### src/rtl/fcore_writeback_unit.sv
// fcore_writeback_unit
// Register-file writeback stage behind the fCore floating point ALU.
// It merges two sources onto one register-file write port:
// - ALU results have strict priority and are never stalled.
// - Auxiliary writes (load/IO/DMA) are buffered in a small FIFO.
// The FIFO head drains only in cycles with no unfiltered ALU transfer.
// Writes to r0 are dropped when PROTECT_R0 is set.
// The committed write is mirrored on the forwarding port from the same register.

module fcore_writeback_unit #(
  parameter int unsigned DATA_WIDTH      = 32,
  parameter int unsigned REG_ADDR_WIDTH  = 8,
  parameter int unsigned AUX_FIFO_DEPTH  = 4,
  parameter int unsigned PROTECT_R0      = 1,
  parameter int unsigned STALL_CNT_WIDTH = 16
) (
  input  logic                              clock,
  input  logic                              reset,
  input  logic [DATA_WIDTH-1:0]             alu_data,
  input  logic [REG_ADDR_WIDTH-1:0]         alu_dest,
  input  logic                              alu_valid,
  input  logic [DATA_WIDTH-1:0]             aux_data,
  input  logic [REG_ADDR_WIDTH-1:0]         aux_dest,
  input  logic                              aux_valid,
  output logic                              aux_ready,
  output logic                              wr_en,
  output logic [REG_ADDR_WIDTH-1:0]         wr_addr,
  output logic [DATA_WIDTH-1:0]             wr_data,
  output logic                              fwd_valid,
  output logic [REG_ADDR_WIDTH-1:0]         fwd_addr,
  output logic [DATA_WIDTH-1:0]             fwd_data,
  output logic [$clog2(AUX_FIFO_DEPTH):0]   fifo_level,
  output logic [STALL_CNT_WIDTH-1:0]        aux_stall_cycles
);

  localparam int unsigned PTR_W = (AUX_FIFO_DEPTH > 1) ? $clog2(AUX_FIFO_DEPTH) : 1;
  localparam int unsigned LVL_W = $clog2(AUX_FIFO_DEPTH) + 1;
  localparam logic [LVL_W-1:0] DEPTH_LVL = LVL_W'(AUX_FIFO_DEPTH);
  localparam logic [LVL_W-1:0] ONE_LVL   = LVL_W'(1);
  localparam logic [PTR_W-1:0] ONE_PTR   = PTR_W'(1);
  localparam logic [STALL_CNT_WIDTH-1:0] ONE_CNT = STALL_CNT_WIDTH'(1);

  // True when a write to this address must be discarded (protected r0).
  function automatic logic is_protected(input logic [REG_ADDR_WIDTH-1:0] addr);
    return (PROTECT_R0 != 32'd0) && (addr == {REG_ADDR_WIDTH{1'b0}});
  endfunction

  // Auxiliary FIFO storage; contents need no reset because the level gates every read.
  logic [DATA_WIDTH-1:0]     data_mem_q [AUX_FIFO_DEPTH];
  logic [REG_ADDR_WIDTH-1:0] dest_mem_q [AUX_FIFO_DEPTH];

  logic [PTR_W-1:0]           wr_ptr_q, wr_ptr_d;
  logic [PTR_W-1:0]           rd_ptr_q, rd_ptr_d;
  logic [LVL_W-1:0]           level_q, level_d;
  logic [STALL_CNT_WIDTH-1:0] stall_q, stall_d;

  logic                       wr_en_q, wr_en_d;
  logic [REG_ADDR_WIDTH-1:0]  wr_addr_q, wr_addr_d;
  logic [DATA_WIDTH-1:0]      wr_data_q, wr_data_d;

  logic                       alu_xfer;
  logic                       fifo_empty;
  logic                       push;
  logic                       pop;
  logic                       head_drop;
  logic [DATA_WIDTH-1:0]      head_data;
  logic [REG_ADDR_WIDTH-1:0]  head_dest;

  // Handshake and arbitration decode; only aux_ready sees reset combinationally.
  always_comb begin
    aux_ready  = (level_q < DEPTH_LVL) && !reset;
    alu_xfer   = alu_valid && !is_protected(alu_dest);
    fifo_empty = (level_q == {LVL_W{1'b0}});
    push       = aux_valid && aux_ready;
    pop        = !alu_xfer && !fifo_empty;
    head_data  = data_mem_q[rd_ptr_q];
    head_dest  = dest_mem_q[rd_ptr_q];
    head_drop  = is_protected(head_dest);
  end

  // Next-state for the write port: ALU first, then a non-r0 FIFO head, else idle zeros.
  always_comb begin
    wr_en_d   = 1'b0;
    wr_addr_d = {REG_ADDR_WIDTH{1'b0}};
    wr_data_d = {DATA_WIDTH{1'b0}};
    if (alu_xfer) begin
      wr_en_d   = 1'b1;
      wr_addr_d = alu_dest;
      wr_data_d = alu_data;
    end else if (pop && !head_drop) begin
      wr_en_d   = 1'b1;
      wr_addr_d = head_dest;
      wr_data_d = head_data;
    end else begin
      wr_en_d   = 1'b0;
    end
  end

  // Next-state for FIFO pointers and occupancy; pointers wrap on power-of-two depth.
  always_comb begin
    wr_ptr_d = wr_ptr_q;
    rd_ptr_d = rd_ptr_q;
    level_d  = level_q;
    if (push) begin
      wr_ptr_d = wr_ptr_q + ONE_PTR;
    end else begin
      wr_ptr_d = wr_ptr_q;
    end
    if (pop) begin
      rd_ptr_d = rd_ptr_q + ONE_PTR;
    end else begin
      rd_ptr_d = rd_ptr_q;
    end
    case ({push, pop})
      2'b10:   level_d = level_q + ONE_LVL;
      2'b01:   level_d = level_q - ONE_LVL;
      default: level_d = level_q;
    endcase
  end

  // Next-state for the saturating aux stall counter.
  always_comb begin
    stall_d = stall_q;
    if (aux_valid && !aux_ready && (stall_q != {STALL_CNT_WIDTH{1'b1}})) begin
      stall_d = stall_q + ONE_CNT;
    end else begin
      stall_d = stall_q;
    end
  end

  // FIFO storage write on an accepted aux push.
  always_ff @(posedge clock) begin
    if (push) begin
      data_mem_q[wr_ptr_q] <= aux_data;
      dest_mem_q[wr_ptr_q] <= aux_dest;
    end
  end

  // State registers; reset empties the FIFO and discards any write in flight.
  always_ff @(posedge clock) begin
    if (reset) begin
      wr_ptr_q  <= {PTR_W{1'b0}};
      rd_ptr_q  <= {PTR_W{1'b0}};
      level_q   <= {LVL_W{1'b0}};
      stall_q   <= {STALL_CNT_WIDTH{1'b0}};
      wr_en_q   <= 1'b0;
      wr_addr_q <= {REG_ADDR_WIDTH{1'b0}};
      wr_data_q <= {DATA_WIDTH{1'b0}};
    end else begin
      wr_ptr_q  <= wr_ptr_d;
      rd_ptr_q  <= rd_ptr_d;
      level_q   <= level_d;
      stall_q   <= stall_d;
      wr_en_q   <= wr_en_d;
      wr_addr_q <= wr_addr_d;
      wr_data_q <= wr_data_d;
    end
  end

  // Forwarding is a copy of the same registered write, so it can never disagree with wr_*.
  assign wr_en            = wr_en_q;
  assign wr_addr          = wr_addr_q;
  assign wr_data          = wr_data_q;
  assign fwd_valid        = wr_en_q;
  assign fwd_addr         = wr_addr_q;
  assign fwd_data         = wr_data_q;
  assign fifo_level       = level_q;
  assign aux_stall_cycles = stall_q;

endmodule

### config.mk
export PLATFORM = sky130hd
export DESIGN_NAME = fcore_writeback_unit
export DESIGN_NICKNAME = d
export VERILOG_FILES = /design/src/rtl/fcore_writeback_unit.sv
export SDC_FILE = /design/constraint.sdc
export NUM_CORES = 1
export LEC_CHECK = 0
export BUFFER_PORTS_ARGS = -buffer_cell sky130_fd_sc_hd__buf_2
export CORE_MARGIN = 3
export CORE_UTILIZATION = 25
export DETAILED_ROUTE_END_ITERATION = 8
export GPL_ROUTABILITY_DRIVEN = 0
export RECOVER_POWER = 50
export SYNTH_ARGS = -nofsm -noshare
export SYNTH_HDL_FRONTEND = slang
export SYNTH_SLANG_ARGS = --single-unit
### constraint.sdc
create_clock -name clock -period 3.7 [get_ports clock]
set_clock_uncertainty 0.1 [all_clocks]
set_input_delay 0.925 -clock clock [delete_from_list [all_inputs] [get_ports clock]]
set_output_delay 0.925 -clock clock [all_outputs]
set_load 0.005 [all_outputs]
# == Yosys cells after proc, flatten, opt, wreduce, memory -nomap -nowiden ==
# Memories as Yosys holds them, arrays and structs flattened. A register that Yosys moved wholly into a read port is not among the register bits.
# Index checks and enable logic that the tools add are counted.
# word_totals
output_inout_bits,102
ramBits,160
inputBits,84
mem_count,2
register_bits,64
# memory_table
memory,depth,word_bits,rd,rd_clocked_by_memory_dff,write_ports,line,source
data_mem_q,4,32,1,1,1,49,logic [DATA_WIDTH-1:0] data_mem_q [AUX_FIFO_DEPTH];
dest_mem_q,4,8,1,1,1,50,logic [REG_ADDR_WIDTH-1:0] dest_mem_q [AUX_FIFO_DEPTH];
# classes
magnitude_cmp,1
reduce_logical,17
eq_ne,3
addsub,5
mux,13
# ops
cell,n
2-to-1 mux 32 bit,2
adder 16 x 1 -> 16 bit (second input constant),1
logical NOT 8 bit,2
2-to-1 mux 8 bit,2
!= test 16 bit (second input constant),1
2-to-1 mux 2 bit,4
logical AND 1 bit,7
logical NOT 1 bit,6
one-hot mux 3 bit (2 select lines),1
adder 2 x 1 -> 2 bit (second input constant),2
2-to-1 mux 1 bit,4
adder 3 x 1 -> 3 bit (second input constant),1
logical NOT 3 bit,1
< comparator 3 bit (second input constant),1
subtractor 3 x 1 -> 3 bit (second input constant),1
equality test 2 x 1 -> 1 bit (second input constant),1
equality test 2 bit (second input constant),1
nonzero test 2 bit,1

# == Depth between registers and ports, before layout ==
# depth
word_depth,8
ltp_mapped,11
ltp_nobuf,10

# == Worst setup path after synthesis ==
# Ideal clock, no wire load.
# synth_path
path_type,input to register
startpoint,input alu_dest[7]
endpoint,register level_q[2] (netlist: fifo_level[2])
required_time_ns,3.530
t_arrival_ns,3.236
path_slack_ns,0.294
cell_stages,11
setup_ns,0.070
path_cell_list,or4_1 -> o21ai_1 -> nand2_1 -> clkbuf_1 -> inv_1 -> ha_1 -> inv_1 -> fa_1 -> xor2_1 -> or3_1 -> a21oi_1
# synth_via
elab_chain_cells,7
word_cells_on_any_way,9
# synth_rtl
item,line,source
"start, declared",20,"input logic [REG_ADDR_WIDTH-1:0] alu_dest,"
logical NOT 8 bit *,45,return (PROTECT_R0 != 32'd0) && (addr == {REG_ADDR_WIDTH{1'b0}});
logical NOT 1 bit *,72,alu_xfer = alu_valid && !is_protected(alu_dest);
logical AND 1 bit *,72,
logical NOT 1 bit *,75,pop = !alu_xfer && !fifo_empty;
logical AND 1 bit *,75,
net pop,64,logic pop;
equality test 2 x 1 -> 1 bit / equality test 2 bit (equally long branches),114,"case ({push, pop})"
one-hot mux 3 bit (2 select lines) / nonzero test 2 bit (equally long branches),--,
"end signal, assigned",144,level_q <= {LVL_W{1'b0}};
"end signal, assigned",152,level_q <= level_d;
"end, declared",54,"logic [LVL_W-1:0] level_q, level_d;"
# The timed path passes the listed nets; every way through them passes the cells marked *.
# A chain may end at the register's enable or synchronous reset.

==> impl_metrics.prom <==
# TYPE chip_impl_metric gauge
chip_impl_metric{name="area.growth.synth_to_final",unit="%"} 22.64
chip_impl_metric{name="timing.reg2reg.worst_path_depth",unit=""} 4
chip_impl_metric{name="globalRouteTotalUtil",unit="%"} 11.54
chip_impl_metric{name="use_met2",unit="%"} 19.24
chip_impl_info{name="layout_commonest_cell",value="sky130_fd_sc_hd__edfxtp_1"} 1
chip_impl_metric{name="cts_sinks",unit=""} 226
chip_impl_metric{name="postSynthNetCount",unit=""} 676
chip_impl_info{name="ys.flop_type",value="sky130_fd_sc_hd__edfxtp_1"} 1
chip_impl_metric{name="drive_gt1_share",unit="%"} 32.46
chip_impl_metric{name="seqPwrFrac",unit="%"} 44.5
chip_impl_info{name="cp-end-kind",value="flop"} 1
chip_impl_metric{name="detailed_place_hpwl",unit="um"} 14960
chip_impl_metric{name="worst_ep_arrival_time",unit="ns"} 3.25
chip_impl_metric{name="grt_first_pass_wirelength",unit="um"} 34160
chip_impl_metric{name="synth_area_per_cell",unit="um^2"} 15.38
chip_impl_info{name="criticalPathCategory",value="flop to flop"} 1
chip_impl_metric{name="cts_made_buffers",unit=""} 27
chip_impl_metric{name="antenna_violation_net_count_after_detailed_routing",unit=""} 0
chip_impl_metric{name="share_clk_of_total_power",unit="%"} 40.5
chip_impl_info{name="tritoncts_clock_tree",value="yes"} 1
chip_impl_metric{name="number_of_placement_rows",unit=""} 68
chip_impl_metric{name="setup_violations",unit=""} 0
chip_impl_metric{name="syn_inst",unit=""} 585
chip_impl_info{name="min-delay-path-class",value="flop to flop"} 1
chip_impl_metric{name="final_critical_path_required_period",unit="ns"} 2.963
chip_impl_info{name="worst_hold_startpoint",value="rd_ptr_q[1]"} 1
chip_impl_info{name="timing.rr.end",value="fwd_data[20]"} 1
chip_impl_metric{name="clk_pin_slew_worst_paths",unit="ns"} 0.06
chip_impl_info{name="rsz0062_at_grt",value="false"} 1
chip_impl_metric{name="placement.io_buffers",unit=""} 185
chip_impl_metric{name="power_leakage",unit="nW"} 3.973
chip_impl_metric{name="via_count_of_the_first_global_routing_pass",unit=""} 5537
chip_impl_metric{name="post-route-period-util",unit="%"} 80.09
chip_impl_metric{name="grt_antenna_before_repair",unit=""} 2
chip_impl_metric{name="fillerInstances",unit=""} 3468
chip_impl_metric{name="required",unit="ns"} 3.98
chip_impl_metric{name="reg2reg_setup_slack",unit="ns"} 0.74
chip_impl_metric{name="antenna_cells_inserted",unit=""} 0
chip_impl_metric{name="postSynth.asyncResetShare",unit="%"} 0
chip_impl_metric{name="use_met3",unit="%"} 2.834
chip_impl_metric{name="comb_power_share",unit="%"} 15.0
chip_impl_metric{name="synth.cell_area",unit="mm^2"} 0.008996
chip_impl_metric{name="vias",unit=""} 5431
chip_impl_info{name="gr-max-usage-layer",value="met2"} 1
chip_impl_metric{name="max-vdd-ir-drop",unit="V"} 0.0003018
chip_impl_metric{name="initialDrtViolationCount",unit=""} 191
chip_impl_metric{name="die-height",unit="um"} 195.7
chip_impl_metric{name="internal-power",unit="mW"} 5.117
chip_impl_metric{name="die_area",unit="mm^2"} 0.03830
chip_impl_info{name="commonest_cells_after_routing_fill_and_taps_aside",value="sky130_fd_sc_hd__edfxtp_1 (160), sky130_fd_sc_hd__buf_2 (136), sky130_fd_sc_hd__nand2_1 (77)"} 1
chip_impl_metric{name="placed_cells",unit=""} 1169
chip_impl_metric{name="post-cts-setup-buffers",unit=""} 0
chip_impl_metric{name="core-area",unit="mm^2"} 0.03497
chip_impl_metric{name="max_clock_freq",unit="MHz"} 337.5
chip_impl_metric{name="timing.max_cap.violations",unit=""} 0
chip_impl_info{name="crit_path_start_kind",value="flop"} 1
chip_impl_metric{name="drc",unit=""} 0
chip_impl_metric{name="clk_path_buf_depth",unit=""} 3
chip_impl_metric{name="netlist-cell-type-count",unit=""} 45
chip_impl_metric{name="ios",unit=""} 186
chip_impl_metric{name="starting_density_of_the_core",unit="%"} 25.73
chip_impl_metric{name="grt.overflow.total",unit=""} 0
chip_impl_metric{name="finish.net_count",unit=""} 834
chip_impl_metric{name="grt_max_degree",unit=""} 42
chip_impl_metric{name="global_route.usage.met1",unit="%"} 15.37
chip_impl_metric{name="report.power.total",unit="mW"} 6.832
chip_impl_metric{name="yosysWarningCount",unit=""} 0
chip_impl_metric{name="placement.cell_area",unit="mm^2"} 0.01016
chip_impl_metric{name="synth.yosys.seq_area_share",unit="%"} 68.09
chip_impl_info{name="worst_setup_path_endpoint",value="fwd_data[20]"} 1
chip_impl_info{name="run_status",value="complete, no violations"} 1
chip_impl_metric{name="fin_tns_setup",unit="ns"} 0
chip_impl_metric{name="p_sw_share",unit="%"} 25.10
chip_impl_metric{name="hold_buffers",unit=""} 0
chip_impl_metric{name="vias_per_cell",unit=""} 4.455
chip_impl_metric{name="pwr_density_cell",unit="mW/mm^2"} 619.2
chip_impl_metric{name="final_cells",unit=""} 1219
chip_impl_metric{name="worstSkewPairLatency",unit="ns"} 0.53
chip_impl_metric{name="synth_enable_flop_cells",unit=""} 160
chip_impl_metric{name="ctsResizeCount",unit=""} 0
chip_impl_metric{name="cts.htree.levels",unit=""} 1
chip_impl_metric{name="fp.dieW",unit="um"} 195.7
chip_impl_info{name="root_buffer",value="sky130_fd_sc_hd__clkbuf_16"} 1
chip_impl_metric{name="p_sw",unit="mW"} 1.715
chip_impl_metric{name="avgRoutedWirePerCell",unit="um"} 18.72
chip_impl_metric{name="finish.instance_area",unit="mm^2"} 0.01103
chip_impl_metric{name="finalWirelength",unit="um"} 22820
chip_impl_metric{name="slew_margin_rel",unit="%"} 29.34
chip_impl_metric{name="tightestPinTransition",unit="ns"} 1.060
chip_impl_metric{name="ys_seq_elements",unit=""} 226
chip_impl_metric{name="drtPass1Iterations",unit=""} 4
chip_impl_metric{name="finalMaxSlewViolations",unit=""} 0
chip_impl_metric{name="timing.final.hold_violations",unit=""} 0
chip_impl_metric{name="critPathMaxFanout",unit=""} 33
==> power by group through the flow <==
stage	clock (mW)	combinational (mW)	sequential (mW)
2_1_floorplan	0	0.788	3.02
3_3_place_gp	0	1.06	3.09
3_5_place_dp	0	1.07	3.10
4_1_cts	2.86	1.07	3.05
5_1_grt	2.97	1.13	3.07
6_report	2.76	1.03	3.04
==> logic make-up (layout without fill, tap and decap cells) <==
kind of cell	Yosys count	count (layout)	synth area share, %
simple gates	141	141	7.441
xor+xnor	3	3	0.2921
flops	226	226	68.09
compound gates	80	80	6.481
mux	46	46	10.83
buf+inv	82	261	5.800
fa+ha+maj	7	7	1.057
==> metrics by stage <==
step	hold slack [ns]	utilization, %	worst slack, ns
global route	0.4031	31.55	0.5892
global placement	0.3660	29.05	0.3039
floorplan	0.3529	-	0.2937
CTS	0.3747	31.75	0.6915
detailed placement	0.3760	29.05	0.2541
finish	0.3747	31.55	0.7367
==> synthesized netlist by cell type (4+ instances only) <==
library cell,number,area share [%]
sky130_fd_sc_hd__mux2_2,5,0.63
sky130_fd_sc_hd__buf_2,8,0.45
sky130_fd_sc_hd__or3_1,5,0.35
sky130_fd_sc_hd__nor2b_1,5,0.35
sky130_fd_sc_hd__a21oi_1,12,0.67
sky130_fd_sc_hd__buf_6,4,0.50
sky130_fd_sc_hd__o21ai_0,6,0.33
sky130_fd_sc_hd__a32oi_1,8,0.78
sky130_fd_sc_hd__mux4_2,38,9.5
sky130_fd_sc_hd__nand2_1,78,3.3
sky130_fd_sc_hd__or4_1,7,0.58
sky130_fd_sc_hd__clkbuf_1,12,0.50
sky130_fd_sc_hd__dfxtp_1,66,15
sky130_fd_sc_hd__nand4_1,4,0.28
sky130_fd_sc_hd__nand3_1,6,0.33
sky130_fd_sc_hd__ha_1,6,0.83
sky130_fd_sc_hd__nor2_1,18,0.75
sky130_fd_sc_hd__and3_1,4,0.28
sky130_fd_sc_hd__buf_4,42,3.5
sky130_fd_sc_hd__inv_1,12,0.50
sky130_fd_sc_hd__edfxtp_1,160,53
sky130_fd_sc_hd__nor4_1,4,0.28
sky130_fd_sc_hd__o31ai_1,38,3.2
==> flip-flops by register name, summed over array words and instances, names as in the netlist, named ones only <==
signal and count:
data_mem_q 128, dest_mem_q 32, fwd_data 32, aux_stall_cycles 16, fwd_addr 8, fifo_level 3, rd_ptr_q 2, wr_ptr_q 2
fwd_valid 1
==> layer usage <==
layer | up-vias | routed length (um)
li1 | 2528 | -
met1 | 2688 | 9966
met2 | 176 | 10820
met3 | 35 | 1633
met4 | 4 | 372
met5 | - | 25
==> worst min path at each step <==
stage	to	depth (start not counted)
floorplan	flop	2
global placement	flop	2
detailed placement	flop	2
CTS	flop	2
global route	flop	2
finish	flop	2
==> cell type report <==
cell class / instances / area, um^2 / share of cell area, %
repair buffers: 199 / 991.0 / 8.982
multi-input cells: 277 / 2351 / 21.31
well taps: 455 / 569.3 / 5.160
clock inverters: 17 / 227.7 / 2.064
flip-flops and latches: 226 / 6131 / 55.57
inverters: 12 / 45.04 / 0.4083
clock buffers: 33 / 718.2 / 6.509
==> critical path, cell delays in order, from the launching register on <==
cell and delay (ns):
sky130_fd_sc_hd__dfxtp_4 0.65, sky130_fd_sc_hd__mux4_1 0.67, sky130_fd_sc_hd__or4_4 0.57, sky130_fd_sc_hd__nor2_8 0.60, sky130_fd_sc_hd__o31ai_1 0.19
Note: power is estimated with default switching activity, not from simulation.
